[src/rtl/alu_regfile_datapath.sv]
// Single-cycle datapath slice: 16-entry register file, operand mux and ALU with a
// registered processor status register {N,Z,F,L,C}.
module alu_regfile_datapath #(
    parameter int unsigned WIDTH = 16,
    parameter int unsigned NREGS = 16
) (
    input  logic             Clock,
    input  logic             Reset,
    input  logic             WriteEnable,
    input  logic [3:0]       SelectIn,
    input  logic [3:0]       SelectA,
    input  logic [3:0]       SelectB,
    input  logic [1:0]       MuxSelect,
    input  logic [WIDTH-1:0] Immediate,
    input  logic [7:0]       OpCode,
    output logic [WIDTH-1:0] Result,
    output logic [WIDTH-1:0] A,
    output logic [WIDTH-1:0] B,
    output logic [4:0]       PSR
);

    localparam int FlagN = 4;
    localparam int FlagZ = 3;
    localparam int FlagF = 2;
    localparam int FlagL = 1;
    localparam int FlagC = 0;

    logic [WIDTH-1:0] regFile [NREGS];
    logic [4:0]       psrQ;
    logic [4:0]       psrD;
    logic [WIDTH-1:0] src;
    logic [WIDTH-1:0] dst;
    logic [WIDTH:0]   sum;
    logic [WIDTH:0]   diff;
    logic [4:0]       shAmt;
    logic [4:0]       shMag;

    assign A   = regFile[SelectA];
    assign B   = regFile[SelectB];
    assign dst = B;
    assign PSR = psrQ;

    always_comb begin
        unique case (MuxSelect)
            2'd0:    src = Immediate;
            2'd1:    src = A;
            2'd2:    src = B;
            default: src = '0;
        endcase
    end

    // MSB of the extended operands carries out on add and flags a borrow on subtract.
    assign sum   = {1'b0, dst} + {1'b0, src};
    assign diff  = {1'b0, dst} - {1'b0, src};
    assign shAmt = src[4:0];
    assign shMag = 5'(-shAmt);

    always_comb begin
        Result = '0;
        psrD   = psrQ;
        if (OpCode[7:4] == 4'b0000) begin
            case (OpCode[3:0])
                4'b0001: Result = dst & src;
                4'b0010: Result = dst | src;
                4'b0011: Result = dst ^ src;
                4'b0101, 4'b0110: begin
                    Result      = sum[WIDTH-1:0];
                    psrD[FlagC] = sum[WIDTH];
                    psrD[FlagZ] = (sum[WIDTH-1:0] == '0);
                    psrD[FlagN] = sum[WIDTH-1];
                    if (OpCode[3:0] == 4'b0101) begin
                        psrD[FlagF] = (dst[WIDTH-1] == src[WIDTH-1]) &&
                                      (sum[WIDTH-1] != dst[WIDTH-1]);
                    end
                end
                4'b1001: begin
                    Result      = diff[WIDTH-1:0];
                    psrD[FlagC] = diff[WIDTH];
                    psrD[FlagZ] = (diff[WIDTH-1:0] == '0);
                    psrD[FlagN] = diff[WIDTH-1];
                    psrD[FlagF] = (dst[WIDTH-1] != src[WIDTH-1]) &&
                                  (diff[WIDTH-1] != dst[WIDTH-1]);
                end
                4'b1011: begin
                    Result      = dst;
                    psrD[FlagZ] = (dst == src);
                    psrD[FlagN] = ($signed(dst) < $signed(src));
                    psrD[FlagL] = (dst < src);
                end
                4'b1101: Result = src;
                default: Result = '0;
            endcase
        end else if (OpCode == 8'b1000_0100) begin
            // Signed 5-bit amount: only -16 reaches a magnitude of 16, which clears.
            if (!shAmt[4]) begin
                Result = dst << shAmt[3:0];
            end else if (!shMag[4]) begin
                Result = dst >> shMag[3:0];
            end else begin
                Result = '0;
            end
        end
    end

    always_ff @(posedge Clock) begin
        if (Reset) begin
            psrQ <= '0;
            for (int i = 0; i < NREGS; i++) begin
                regFile[i] <= '0;
            end
        end else begin
            psrQ <= psrD;
            if (WriteEnable) begin
                regFile[SelectIn] <= Result;
            end
        end
    end

endmodule

[config.mk]
export PLATFORM = sky130hd
export DESIGN_NAME = alu_regfile_datapath
export DESIGN_NICKNAME = d
export VERILOG_FILES = /design/src/rtl/alu_regfile_datapath.sv
export SDC_FILE = /design/constraint.sdc
export NUM_CORES = 1
export LEC_CHECK = 0
export ABC_AREA = 0
export CORE_ASPECT_RATIO = 1.25
export CORE_UTILIZATION = 30
export DETAILED_ROUTE_END_ITERATION = 8
export SKIP_CTS_REPAIR_TIMING = 1
export SLEW_MARGIN = 20
export SYNTH_ARGS = -nofsm -noshare
export SYNTH_HDL_FRONTEND = slang
export SYNTH_SLANG_ARGS = --single-unit
[constraint.sdc]
create_clock -name Clock -period 7.95 [get_ports Clock]
set_input_delay 1.1925 -clock Clock [delete_from_list [all_inputs] [get_ports Clock]]
set_output_delay 1.1925 -clock Clock [all_outputs]
set_load 0.05 [all_outputs]
---- After elaboration in Yosys (flattened, before gate mapping) ----
Memory sizes are Yosys's and may differ from the RTL's.
Index checks and enable logic that the tools add are counted.
storage, ports and cells
  bits in writable memories ............... 256
  input bits .............................. 41
  memories ................................ 1
  latch bits .............................. 0
  word-level logic and storage cells ...... 64
  memory bits (read-only) ................. 0
  bits in registers ....................... 5
  output and inout bits ................... 53
memories
  memory   depth  bits a word  rd ports  clocked after memory_dff  wr ports  RTL line  RTL
  regFile  16     16           2         0                         16        28        logic [WIDTH-1:0] regFile [NREGS];
cells by class
  eq/ne operators ......................... 17
  shift operators ......................... 2
  order comparisons ....................... 2
  multipliers ............................. 0
  mux-type cells .......................... 18
  bitwise gates (word level) .............. 3
  divide/modulo/power cells ............... 0
  reductions and logical operators ........ 14
  add/sub/neg operators ................... 3
operators with widths
  cell                                                 count
  case mux 16 bit (7 select lines)                     1
  two-way mux 16 bit                                   5
  case mux 16 bit (3 select lines)                     1
  logical NOT 16 bit                                   2
  < comparator 16 bit                                  2
  adder 16 x 16 -> 17 bit                              1
  subtractor 16 x 16 -> 17 bit                         1
  AND 16 bit                                           1
  equality test 16 bit                                 1
  bitwise OR 16 bit                                    1
  OR reduction 16 bit                                  1
  << shifter 16 x 4 -> 16 bit                          1
  >> shifter 16 x 4 -> 16 bit                          1
  XOR 16 bit                                           1
  equality test 4 bit, second input constant           3
  equality test 4 x 2 -> 1 bit, second input constant  2
  equality test 4 x 3 -> 1 bit, second input constant  2
  equality test 8 bit, second input constant           1
  two-way mux 1 bit                                    7
  case mux 2 bit (3 select lines)                      1
  AND reduction 2 bit                                  3
  negation 5 bit                                       1
  equality test 4 x 1 -> 1 bit, second input constant  1
  logical NOT 4 bit                                    1
  other kinds (13)                                     17

---- Depth between registers and ports, before layout ----
Gate-level depths: netlist (run 1).
  depth in word-level cells ............... 9
  depth in mapped cells ................... 23
  depth with buffers taken out ............ 19

---- Worst setup path after synthesis (run 1) ----
OpenSTA, ideal clock, no wires.
  kind .................................... input to output
  start ................................... input SelectA[1]
  end ..................................... output Result[15]
  data arrival time ....................... 6,957 ps
  stages .................................. 22
  path buffers ............................ 6
  data required time ...................... 6,758 ps
  setup slack ............................. -200 ps
  path through ............................ buf_4 > buf_4 > clkbuf_1 > clkbuf_1 > mux4_2 > mux4_2 > mux2i_1 > nor2_1 > a21oi_1 > ha_1 > clkbuf_1 > nand2b_1 > a21oi_1 > nor2_1 > o221ai_1 > a221o_1 > a221o_1 > or3_1 > a31oi_1 > nor2_1 > clkbuf_1 > nor2_1
on the way
  elaborated cells on any way between the ends .. 15
  those cells by class .................... add/sub: 3; shift: 2; mux: 6; bitwise: 3; memory: 1
RTL lines
  element                                                                  RTL line  RTL
  from (decl)                                                              11        input logic [3:0] SelectA,
  memory (16 x 16 bit) *                                                   n/a
  named net A[5]                                                           17        output logic [WIDTH-1:0] A,
  case mux 16 bit (3 select lines) *                                       44        unique case (MuxSelect)
  subtractor 16 x 16 -> 17 bit or adder 16 x 16 -> 17 bit (tied branches)  54, 53
  case mux 16 bit (7 select lines) *                                       62        case (OpCode[3:0])
  two-way mux 16 bit *                                                     61        if (OpCode[7:4] == 4'b0000) begin
  to (decl)                                                                16        output logic [WIDTH-1:0] Result,
The timed path passes the listed nets; every way through them passes the cells marked *.

---- Worst setup path after layout (run 1) ----
  start ................................... input SelectA[2]
  end ..................................... output Result[15]
on the way
  cells in the longest elaborated chain, start to end .. 8
  elaborated cells on any way between the ends .. 15
  those cells by class .................... add/sub: 3; shift: 2; mux: 6; bitwise: 3; memory: 1
ends and longest elaborated chain
  element                             RTL line  RTL
  memory (16 x 16 bit) *              n/a
  case mux 16 bit (3 select lines) *  44
  negation 5 bit                      56        assign shMag = 5'(-shAmt);
  >> shifter 16 x 4 -> 16 bit         98        Result = dst >> shMag[3:0];
  two-way mux 16 bit                  97        end else if (!shMag[4]) begin
  two-way mux 16 bit                  95        if (!shAmt[4]) begin
  two-way mux 16 bit                  93        end else if (OpCode == 8'b1000_0100) begin
  two-way mux 16 bit *                61
Mark *: on every way between the ends. The rest lies on a longest branch, timed or not.

==> results.toml, run 1 <==
[hold_path]
hold_start = "PSR[1]"
whs_path_depth = 2
hold_class = "reg2reg"
whs_endpoint = "PSR[1]"

[timing]
relSlewSlack_pct = 19.8
max_freq_mhz = 131
rsz0062_at_grt = "no"
drv_slew = 0
period_share_pct = 95.9
tightest_slew_ns = 1.20
finalHoldViolCount = 0
fin_crit_ns = 7.63
fin_skew_ns = 0.0374
setup_viol = 0
fin_tns_setup_ns = 0

[placed_design]
dpl_cell_area_sq_um = 21300
dp.cells = 2577
gp_congestion = 1.01
detailed_place_hpwl_mm = 55.2
io_buffer_count = 93

[setup_path]
crit_fanout = 13
cp_data_arrival_time_ns = 6.43
crit_type = "in2out"
worstPathRequired_ns = 6.76
reg2regPathDepth = 19
rr_startpoint = "regFile[13][1]"
r2r-end = "regFile[4][7]"
critPathCaptureType = "primary output"
r2r_slack_ns = 2.45
startpoint_type = "input pin"

[logic_synthesis]
syn_avg_cell_area_sq_um = 11.5
synth_cell_types = 107
postSynth.asyncResetShare_pct = 0
yosysSeqAreaShare_pct = 40.9
synth-main-ff-cell = "edfxtp_1"
ys_warn_count = 0
synth_nets = 1754
synth_area_sq_um = 19000
synth_edf_count = 256
netlist_instances = 1661
ys_ff_latch = 261

[final_layout]
diodes = 0
drive_above_1_share_pct = 25.2
fin_cells = 2633
final_area_sq_um = 22300
fillers = 6222
area.growth.synth_to_final_pct = 17.3
final_common_cell = "edfxtp_1"
post-route-util_pct = 35.8
final_cell_mix = "edfxtp_1, nor2_1, buf_4, mux4_2, a21oi_1"
final_nets = 1873

[floorplanning]
die_height_um = 284
core_sq_um = 62300
die-area_sq_um = 64400
initial_utilization_pct = 30.5
io_pins = 94
rows = 102
die_w_um = 227

[cts]
cts_sinks = 261
root_buffer = "clkbuf_16"
htreeDepth = 1
cts_buffers = 28
cts_max_path_buffers = 3
cts_tree = "yes"
clk_latency_ns = 0.59
clkTransAtPathRegs_ns = 0.06

[grt]
grt_pass1_vias = 16195
grt_pass1_wl_mm = 110
grt.overflow.total = 0
grt_usage_pct = 23.4
antenna_found_initial = 1
grt_max_degree = 44

[drt]
wl_mm = 76.4
ant_nets = 0
dr.first_iter.drc_count = 2133
drcViolationCount = 0
dr_total_vias = 16143
drt_first_pass_iters = 5
routedWlPerCell_um = 29.0
via_per_inst = 6.13

[power_and_ir_drop]
power_density_nw_per_um2 = 194
vdd_drop_max_mv = 0.155
p_leak_nw = 7.61

[outcome]
outcome = "complete, no violations"

[job]
maxCapViolations = 0
## where the power goes
group / internal, mW / switching, mW / leakage (nW)
combinational: 0.490 / 0.867 / 4.44
sequential: 1.56 / 0.0265 / 2.69
clock: 0.810 / 0.574 / 0.477
## kinds of logic (layout without fill, tap and decap cells)
family | Yosys count | in the layout | share of synthesized area (%)
compound gates | 425 | 425 | 16.3
xor+xnor | 27 | 27 | 1.24
fa+ha+maj | 52 | 52 | 3.50
buf+inv | 206 | 346 | 5.25
flops | 261 | 261 | 40.9
mux | 183 | 183 | 19.6
simple gates | 507 | 507 | 13.2
## layer usage
layer | vias to the layer above | track usage, % | wire length (um)
met1 | 8034 | 28.4 | 27400
met3 | 271 | 3.51 | 7140
met5 | - | 0 | 0
met2 | 1064 | 39.6 | 37100
met4 | 0 | 12.4 | 4650
li1 | 6774 | - | -
## Yosys cell counts (11+ instances only)
library cell    n  area (sq um)
a221oi_1       18           158
nor3_1         86           430
a22oi_1        11          82.6
a21o_1         11          82.6
o21ai_0        52           260
xnor2_1        19           166
nor2b_1        18           113
buf_4          17           128
o221ai_1       14           123
edfxtp_1      256          7690
buf_6          11           124
a31oi_1        13          81.3
ha_1           50           626
mux2i_1        28           280
o22ai_1        14          87.6
nand2b_1       28           175
nand2_1        63           236
inv_1          41           154
mux4_2        146          3290
and2_1         13          81.3
clkbuf_1       75           282
buf_2          37           185
a21oi_1       131           656
a211oi_1       25           188
a221o_1        11           110
nor2_1        178           668
inv_2          14          52.6
nand3_1        53           265
## stage by stage
| step | worst slack (ns) | power [mW] | hold WS (ns) |
|---|---|---|---|
| finish | 0.324 | 4.32 | 0.478 |
| global route | 0.0957 | 4.44 | 0.508 |
| CTS | -0.374 | 4.28 | 0.486 |
| detailed placement | -0.375 | 2.92 | 0.476 |
| global placement | -0.322 | 2.91 | 0.475 |
| floorplan | 0.0218 | 2.46 | 0.706 |
## flip-flops by register name (all words and copies together), names as in the netlist
register  count
regFile     256
PSR           5
## worst max-delay path by stage
stage / depth (start not counted) / endpoint / start
after floorplan: 22 / Result[15] / SelectA[1]
after global placement: 18 / Result[15] / SelectA[0]
after detailed placement: 18 / Result[15] / SelectA[0]
after CTS: 18 / Result[15] / SelectA[0]
after global routing: 23 / Result[14] / SelectA[1]
final: 20 / Result[15] / SelectA[2]
## layout make-up
cell class	instances	area [sq um]	share of cell area, %
clock buffer	30	708	3.17
clock inverter	21	253	1.13
inverter	57	214	0.959
multi-input combinational	1194	10300	46.0
sequential	261	7790	34.9
tap	832	1040	4.67
timing repair buffer	238	2040	9.14
## worst max-delay path: stages
cell	delay (ns)
buf_2	0.38
buf_4	0.32
mux4_1	0.58
mux2i_1	0.16
mux2i_1	0.20
a221oi_2	0.32
buf_4	0.18
ha_1	0.27
inv_1	0.13
a21oi_1	0.28
o221ai_1	0.19
a221o_1	0.35
a221o_1	0.34
or3_1	0.33
a31oi_2	0.41
buf_4	0.21
nor4_4	0.05
buf_12	0.16
nor2_2	0.17
buf_12	0.16
(Power assumes the default switching activity.)
==> run 2: changes to the inputs <==
HOLD_SLACK_MARGIN = 0.05   (was not set)
==> results of run 2 <==
Same layout as run 1: the final DEF is identical, and so are final timing and power.
